### config.mk
export PLATFORM = sky130hd
export DESIGN_NAME = data_memory_ctrl
export DESIGN_NICKNAME = d
export VERILOG_FILES = /design/src/rtl/data_memory_ctrl.sv
export SDC_FILE = /design/constraint.sdc
export NUM_CORES = 1
export LEC_CHECK = 0
export BUFFER_PORTS_ARGS = -buffer_cell sky130_fd_sc_hd__buf_2
export CAP_MARGIN = 25
export CELL_PAD_IN_SITES_DETAIL_PLACEMENT = 0
export CELL_PAD_IN_SITES_GLOBAL_PLACEMENT = 1
export CORE_MARGIN = 2
export CORE_UTILIZATION = 50
export DETAILED_ROUTE_END_ITERATION = 10
export PLACE_DENSITY_LB_ADDON = 0.1
export SETUP_SLACK_MARGIN = 0.02
export SLEW_MARGIN = 20
export SYNTH_ARGS = -nofsm -noshare
export SYNTH_HDL_FRONTEND = slang
export SYNTH_SLANG_ARGS = --single-unit
### constraint.sdc
create_clock -name clk -period 3.2 [get_ports clk]
set_input_delay 0.32 -clock clk [delete_from_list [all_inputs] [get_ports clk]]
set_output_delay 0.32 -clock clk [all_outputs]
set_load 0.1 [all_outputs]
### src/rtl/data_memory_ctrl.sv
// data_memory_ctrl
//   Data memory that sits between the control unit/ALU and the register file.
//   After reset it walks the whole array writing zeros (CLEAR), then serves
//   CPU traffic (IDLE): one registered read and one write per cycle, plus an
//   operand preload that drops both ALU operands into fixed slots on a single
//   edge. The result slot is mirrored, registered, on result_out.
//
// Ports
//   clk        rising-edge clock
//   reset      asynchronous, active-high reset (synchronous release expected)
//   rd_en      read request; rd_addr is the word address
//   rd_data    read data, valid while rd_valid=1, holds last value otherwise
//   rd_valid   one-cycle pulse, one edge after an accepted rd_en
//   wr_en      write request of wr_data to wr_addr
//   op_load    write operand1 -> mem[OP1_ADDR], operand2 -> mem[OP2_ADDR]
//   result_out registered copy of mem[RES_ADDR] (0 while clearing)
//   busy       1 while clearing; every request is ignored then
//   err        sticky error: request dropped or address >= DEPTH
//   dbg_state  FSM state (0 = CLEAR, 1 = IDLE) for checkers

module data_memory_ctrl #(
  parameter int DEPTH      = 16,
  parameter int ADDR_WIDTH = 4,
  parameter int DATA_WIDTH = 16,
  parameter int OP1_ADDR   = 9,
  parameter int OP2_ADDR   = 10,
  parameter int RES_ADDR   = 15
) (
  input  logic                  clk,
  input  logic                  reset,
  input  logic                  rd_en,
  input  logic [ADDR_WIDTH-1:0] rd_addr,
  output logic [DATA_WIDTH-1:0] rd_data,
  output logic                  rd_valid,
  input  logic                  wr_en,
  input  logic [ADDR_WIDTH-1:0] wr_addr,
  input  logic [DATA_WIDTH-1:0] wr_data,
  input  logic                  op_load,
  input  logic [DATA_WIDTH-1:0] operand1,
  input  logic [DATA_WIDTH-1:0] operand2,
  output logic [DATA_WIDTH-1:0] result_out,
  output logic                  busy,
  output logic                  err,
  output logic                  dbg_state
);

  // Request semantics: rd_en, wr_en and op_load are valid-only requests with
  // no per-request ready. busy=1 is the single "not ready" indication: any
  // request presented while busy is discarded (and flagged on err). When
  // busy=0 every request is accepted in the cycle it is presented.

  typedef enum logic {
    ST_CLEAR = 1'b0,
    ST_IDLE  = 1'b1
  } state_e;

  localparam logic [ADDR_WIDTH-1:0] LAST_PTR = ADDR_WIDTH'(DEPTH - 1);
  localparam logic [ADDR_WIDTH-1:0] OP1_IDX  = ADDR_WIDTH'(OP1_ADDR);
  localparam logic [ADDR_WIDTH-1:0] OP2_IDX  = ADDR_WIDTH'(OP2_ADDR);
  localparam bit                    OP1_OK   = (OP1_ADDR < DEPTH);
  localparam bit                    OP2_OK   = (OP2_ADDR < DEPTH);

  function automatic logic in_range(input logic [ADDR_WIDTH-1:0] a);
    return 32'(a) < 32'(DEPTH);
  endfunction

  state_e                  state_q, state_d;
  logic [ADDR_WIDTH-1:0]   ptr_q, ptr_d;
  logic [DATA_WIDTH-1:0]   rd_data_q, rd_data_d;
  logic                    rd_valid_q, rd_valid_d;
  logic [DATA_WIDTH-1:0]   result_q, result_d;
  logic                    err_q, err_d;
  logic [DATA_WIDTH-1:0]   mem_q [DEPTH];
  logic [DATA_WIDTH-1:0]   res_word;

  logic clr_we, op_we, cpu_we, rd_go, err_set;

  // A result slot outside the array simply reads as zero.
  if (RES_ADDR < DEPTH) begin : g_res
    assign res_word = mem_q[RES_ADDR];
  end else begin : g_nores
    assign res_word = '0;
  end

  // FSM: state register
  always_ff @(posedge clk or posedge reset) begin
    if (reset) state_q <= ST_CLEAR;
    else       state_q <= state_d;
  end

  // FSM: next state
  always_comb begin
    state_d = state_q;
    case (state_q)
      ST_CLEAR: if (ptr_q == LAST_PTR) state_d = ST_IDLE;
      ST_IDLE:  state_d = ST_IDLE;
      default:  state_d = ST_CLEAR;
    endcase
  end

  // FSM: outputs / strobes
  always_comb begin
    busy    = 1'b0;
    clr_we  = 1'b0;
    op_we   = 1'b0;
    cpu_we  = 1'b0;
    rd_go   = 1'b0;
    err_set = 1'b0;
    case (state_q)
      ST_CLEAR: begin
        busy    = 1'b1;
        clr_we  = 1'b1;
        err_set = rd_en | wr_en | op_load;
      end
      ST_IDLE: begin
        op_we   = op_load;
        // op_load owns the write port; a concurrent CPU write loses.
        cpu_we  = wr_en & ~op_load & in_range(wr_addr);
        rd_go   = rd_en;
        err_set = (wr_en & (op_load | ~in_range(wr_addr)))
                | (rd_en & ~in_range(rd_addr));
      end
      default: ;
    endcase
  end

  // Datapath next-state. Reads use the pre-edge array contents, which gives
  // read-first behaviour when a read and a write hit the same word.
  always_comb begin
    ptr_d      = (state_q == ST_CLEAR) ? ptr_q + 1'b1 : ptr_q;
    rd_valid_d = rd_go;
    rd_data_d  = rd_data_q;
    if (rd_go) rd_data_d = in_range(rd_addr) ? mem_q[rd_addr] : '0;
    result_d   = (state_q == ST_CLEAR) ? '0 : res_word;
    err_d      = err_q | err_set;
  end

  always_ff @(posedge clk or posedge reset) begin
    if (reset) begin
      ptr_q      <= '0;
      rd_data_q  <= '0;
      rd_valid_q <= 1'b0;
      result_q   <= '0;
      err_q      <= 1'b0;
    end else begin
      ptr_q      <= ptr_d;
      rd_data_q  <= rd_data_d;
      rd_valid_q <= rd_valid_d;
      result_q   <= result_d;
      err_q      <= err_d;
    end
  end

  // Storage has no reset; CLEAR defines its contents.
  always_ff @(posedge clk) begin
    if (clr_we) mem_q[ptr_q] <= '0;
    if (op_we) begin
      if (OP1_OK) mem_q[OP1_IDX] <= operand1;
      if (OP2_OK) mem_q[OP2_IDX] <= operand2;
    end
    if (cpu_we) mem_q[wr_addr] <= wr_data;
  end

  assign rd_data    = rd_data_q;
  assign rd_valid   = rd_valid_q;
  assign result_out = result_q;
  assign err        = err_q;
  assign dbg_state  = state_q;

endmodule
# Word level (Yosys, flattened, before mapping)
# Memory sizes are Yosys's and may differ from the RTL's. A register that Yosys moved wholly into a read port is not among the register bits.
# Cells that the tools add are included.
op_classes:
  n_shift: 0
  reduce_logical: 2
  n_lt_le_gt_ge: 0
  mul: 0
  n_eq_ne: 1
  bitwise_logic: 7
  muxes: 18
  add_sub_neg: 1
  n_div: 0
ops:
  columns: ["op", "count"]
  rows:
  - ["16-bit two-way mux", 3]
  - ["16-bit OR reduction", 2]
  - ["1-bit two-way mux", 11]
  - ["4-bit two-way mux", 2]
  - ["4-bit by 1-bit adder with 4-bit output, second input constant", 1]
  - ["4-bit equality test, second input constant", 1]
  - ["1-bit one-hot mux with 2 select lines", 2]
  - ["1-bit OR", 3]
  - ["1-bit bitwise AND", 2]
  - ["1-bit NOT", 2]
word_totals:
  rom_bits: 0
  latch_bits: 0
  ramBits: 256
  mem_count: 1
  reg_bits: 23
  out_inout_bits: 36
  inputBits: 61
mem_list:
  columns: ["memory", "words", "word_bits", "read_ports", "rd_clocked_by_memory_dff", "wr", "line_no", "rtl"]
  rows:
  - ["mem_q", 16, 16, 2, 1, 2, "73", "logic [DATA_WIDTH-1:0] mem_q [DEPTH];"]

# Depth between registers and ports, before layout
depth:
  depth_word: 7
  depth_mapped: 6

# Worst setup path after synthesis
# No wires, ideal clock.
synth_path:
  kind: "flip-flop to flip-flop"
  start: "register state_q, in the netlist dbg_state"
  end: "memory mem_q[15][0], enable pin"
  path_slack_ps: 155
  path_buffers: 1
  t_arrival_ps: 2657
  period_less_slack_ps: 3045
  required_ps: 2812
  path_stages_with_launch: 6
  cell_sequence: "dfrtp_1 buf_6 inv_2 nand2_1 a211o_1 nor2_1"
synth_lines:
  columns: ["item", "line_no", "rtl"]
  rows:
  - ["start, declared", "67", "state_e state_q, state_d;"]
  - ["start signal, assigned", "88", "else state_q <= state_d;"]
  - ["end, declared", "73", null]

==> flow_summary.toml <==
[logic_synthesis]
yosys.area.top_type = "edfxtp_1"
synth_common_cells = "edfxtp_1 (256), mux2i_1 (128), nand2_1 (53)"
synth_edf_count = 256
syn_area_per_cell_sq_um = 16.1
seq_area_frac_synth_pct = 73.6
synth_seq_cells = 295
yosys_warnings = 0
synth_cells = 731
syn-num-nets = 793
yosys.area.top_type_share_pct = 65.3
ys_async_sr_fraction_pct = 13.2
ys.flop_type = "edfxtp_1"
synth_cell_types = 40
syn_area_sq_um = 11800
synth.most_common_cell = "edfxtp_1"
synth.area.top_cells = "edfxtp_1 (65%), mux2i_1 (11%), dfrtp_1 (8.3%), a22oi_1 (3.1%), a22o_1 (2.4%)"

[final_layout]
fin_util_pct = 58.8
fin_nets = 916
insertedDiodeCount = 0
drive_gt1_share_pct = 21.3
fillers = 1837
instances_no_fill = 1197
syn2layout_area_growth_pct = 16.4

[timing]
min_period_ps = 2350
rsz0062_at_grt = "no"
min_period_over_period_pct = 73.5
hold_violations = 0
timing.fmax_mhz = 425
slew_violations = 0
setup_viol = 0
relSlewSlack_pct = 31.0
setup-tns-final_ps = 0
whs_ps = 56.1
fin_skew_ps = 10.5
layout_setup_ws_ps = 849
tightest_slew_ps = 1030

[clock_tree]
postCtsSetupBuffers = 0
cts_buffer_depth = 3
cts_buffers = 30
ctsResizeCount = 0
clk_latency_ps = 550
root_buffer = "clkbuf_16"
cts_tree = "done"
htreeDepth = 1
clk_pin_slew_ps = 60
cts.sinks = 295

[setup_path]
cp-start-kind = "flop"
r2r_cells = 6
regToRegSetupSlack_ps = 850
end_kind = "flop"
crit_required_ps = 3430
worst-setup-path-type = "reg -> reg"
cpMaxStageDelayCell = "dfrtp_1"
path_cells = "buf_4 > nand3_2 > a21o_1 > a211o_1 > nor2_1 > buf_4"
cp_common_cell = "buf_4"
r2r_start = "dbg_state$_DFF_PP0_"
r2r-end = "mem_q[15][4]$_DFFE_PP_"
cp_max_fo = 20
slowest_delay_ps = 590
worst_ep_arrival_time_ps = 2580

[grt]
globalRoute.totalOverflow = 0
grt_max_degree = 53
grt_pass1_wl_microns = 41500
antenna_found_initial = 0
grt_pass1_vias = 6771
track_usage_pct = 23.1

[place]
io_buffer_count = 96
dp.cells = 1140
routabilityCongestion = 0.842
dpl.hpwl_microns = 18200
post-place-ws_ps = 888

[pwr]
p_leak_nw = 5.39
vdd_drop_max_uv = 440
power_per_cell_area_nw_per_um2 = 616

[worst_hold_path]
whs_path_depth = 2
hp-class = "in -> reg"
hp-start = "operand2[12]"
whs_endpoint = "mem_q[10][12]$_DFFE_PP_"

[route]
drtIter0Drc = 577
drc = 0
dr_total_vias = 6803
routed_wl_microns = 28200
via_per_inst = 5.68
wl_per_cell_microns = 23.5
dr.pass1.iters = 5
ant_nets = 0

[floorplan]
die_h_microns = 157
die-area_sq_um = 24800
core_area_sq_um = 23300
num_rows = 56
initial_core_util_pct = 50.5
io_pins = 97
die_x_microns = 157

[run_status]
status = "finished clean"

[job]
maxCapViolations = 0
-- stage by stage --
stage               power [mW]  area [sq um]
floorplan                 4.90         11800
global placement          5.13         12700
detailed placement        5.14         12700
CTS                       8.51         13700
global route              8.71         13700
finish                    8.45         13700
-- layout make-up --
type                            count  area, sq um  share of cell area (%)
Clock inverter                     17          151                    1.10
Multi-Input combinational cell    386         2860                    20.8
Timing Repair Buffer              136          815                    5.94
Clock buffer                       39          806                    5.88
Tap cell                          319          399                    2.91
Sequential cell                   295         8660                    63.2
Inverter                            5         20.0                   0.146
-- report_power, final --
group / internal [mW] / switching, mW
sequential: 4.27 / 0.0248
combinational: 0.188 / 0.565
clock: 2.00 / 1.39
total: 6.47 / 1.98
-- timing repair --
action	CTS	global route
hold buffers	0	1
endpoints found under the setup margin	0	0
hold endpoints to repair	0	39
-- worst max-delay path by stage --
stage	start	endpoint	slack, ps
after floorplan	dbg_state$_DFF_PP0_	mem_q[15][0]$_DFFE_PP_	150
after global placement	dbg_state$_DFF_PP0_	mem_q[15][8]$_DFFE_PP_	910
after detailed placement	dbg_state$_DFF_PP0_	mem_q[15][6]$_DFFE_PP_	890
after CTS	dbg_state$_DFF_PP0_	mem_q[15][7]$_DFFE_PP_	850
after global routing	dbg_state$_DFF_PP0_	mem_q[15][7]$_DFFE_PP_	720
final	dbg_state$_DFF_PP0_	mem_q[15][4]$_DFFE_PP_	850
-- placed cells by master (no fill, tap or decap), drive strengths merged, types with 17 or more instances in the layout --
master	instances
nor2	22
edfxtp	256
clkbuf	39
buf	135
a22oi	48
nand3	38
a22o	32
nand2	54
and2	17
dfrtp	39
mux2i	128
-- critical path, delay by kind of cell (launching register included) --
kind                   cells  cell delay [ps]
and+or+nand+nor            2              270
AOI/OAI and AO/OA          2              540
DFF                        1              590
buffers and inverters      2              620
-- routing by layer --
metal / global-route usage, % / up-vias / part of all wire, %
li1: - / 3079 / -
met1: 32.4 / 3458 / 43
met2: 38.6 / 221 / 49
met3: 2.67 / 45 / 5.5
met4: 6.36 / 0 / 2.2
met5: 0 / - / 0
-- flip-flops by register name (all words and copies together), names as in the netlist --
register and cells:
dbg_state 1, err 1, mem_q 256, ptr_q 4
rd_data 16, rd_valid 1, result_out 16
-- cells by family (layout without fill, tap and decap cells) --
kind of cell | count (synthesis) | in the layout | share of synthesized area, %
xor+xnor | 3 | 3 | 0.223
flops | 295 | 295 | 73.6
compound gates | 94 | 94 | 6.22
buf+inv | 50 | 197 | 2.32
fa+ha+maj | 1 | 1 | 0.106
simple gates | 159 | 159 | 6.61
mux | 129 | 129 | 11.0
Power figures use the tool's default switching activity.
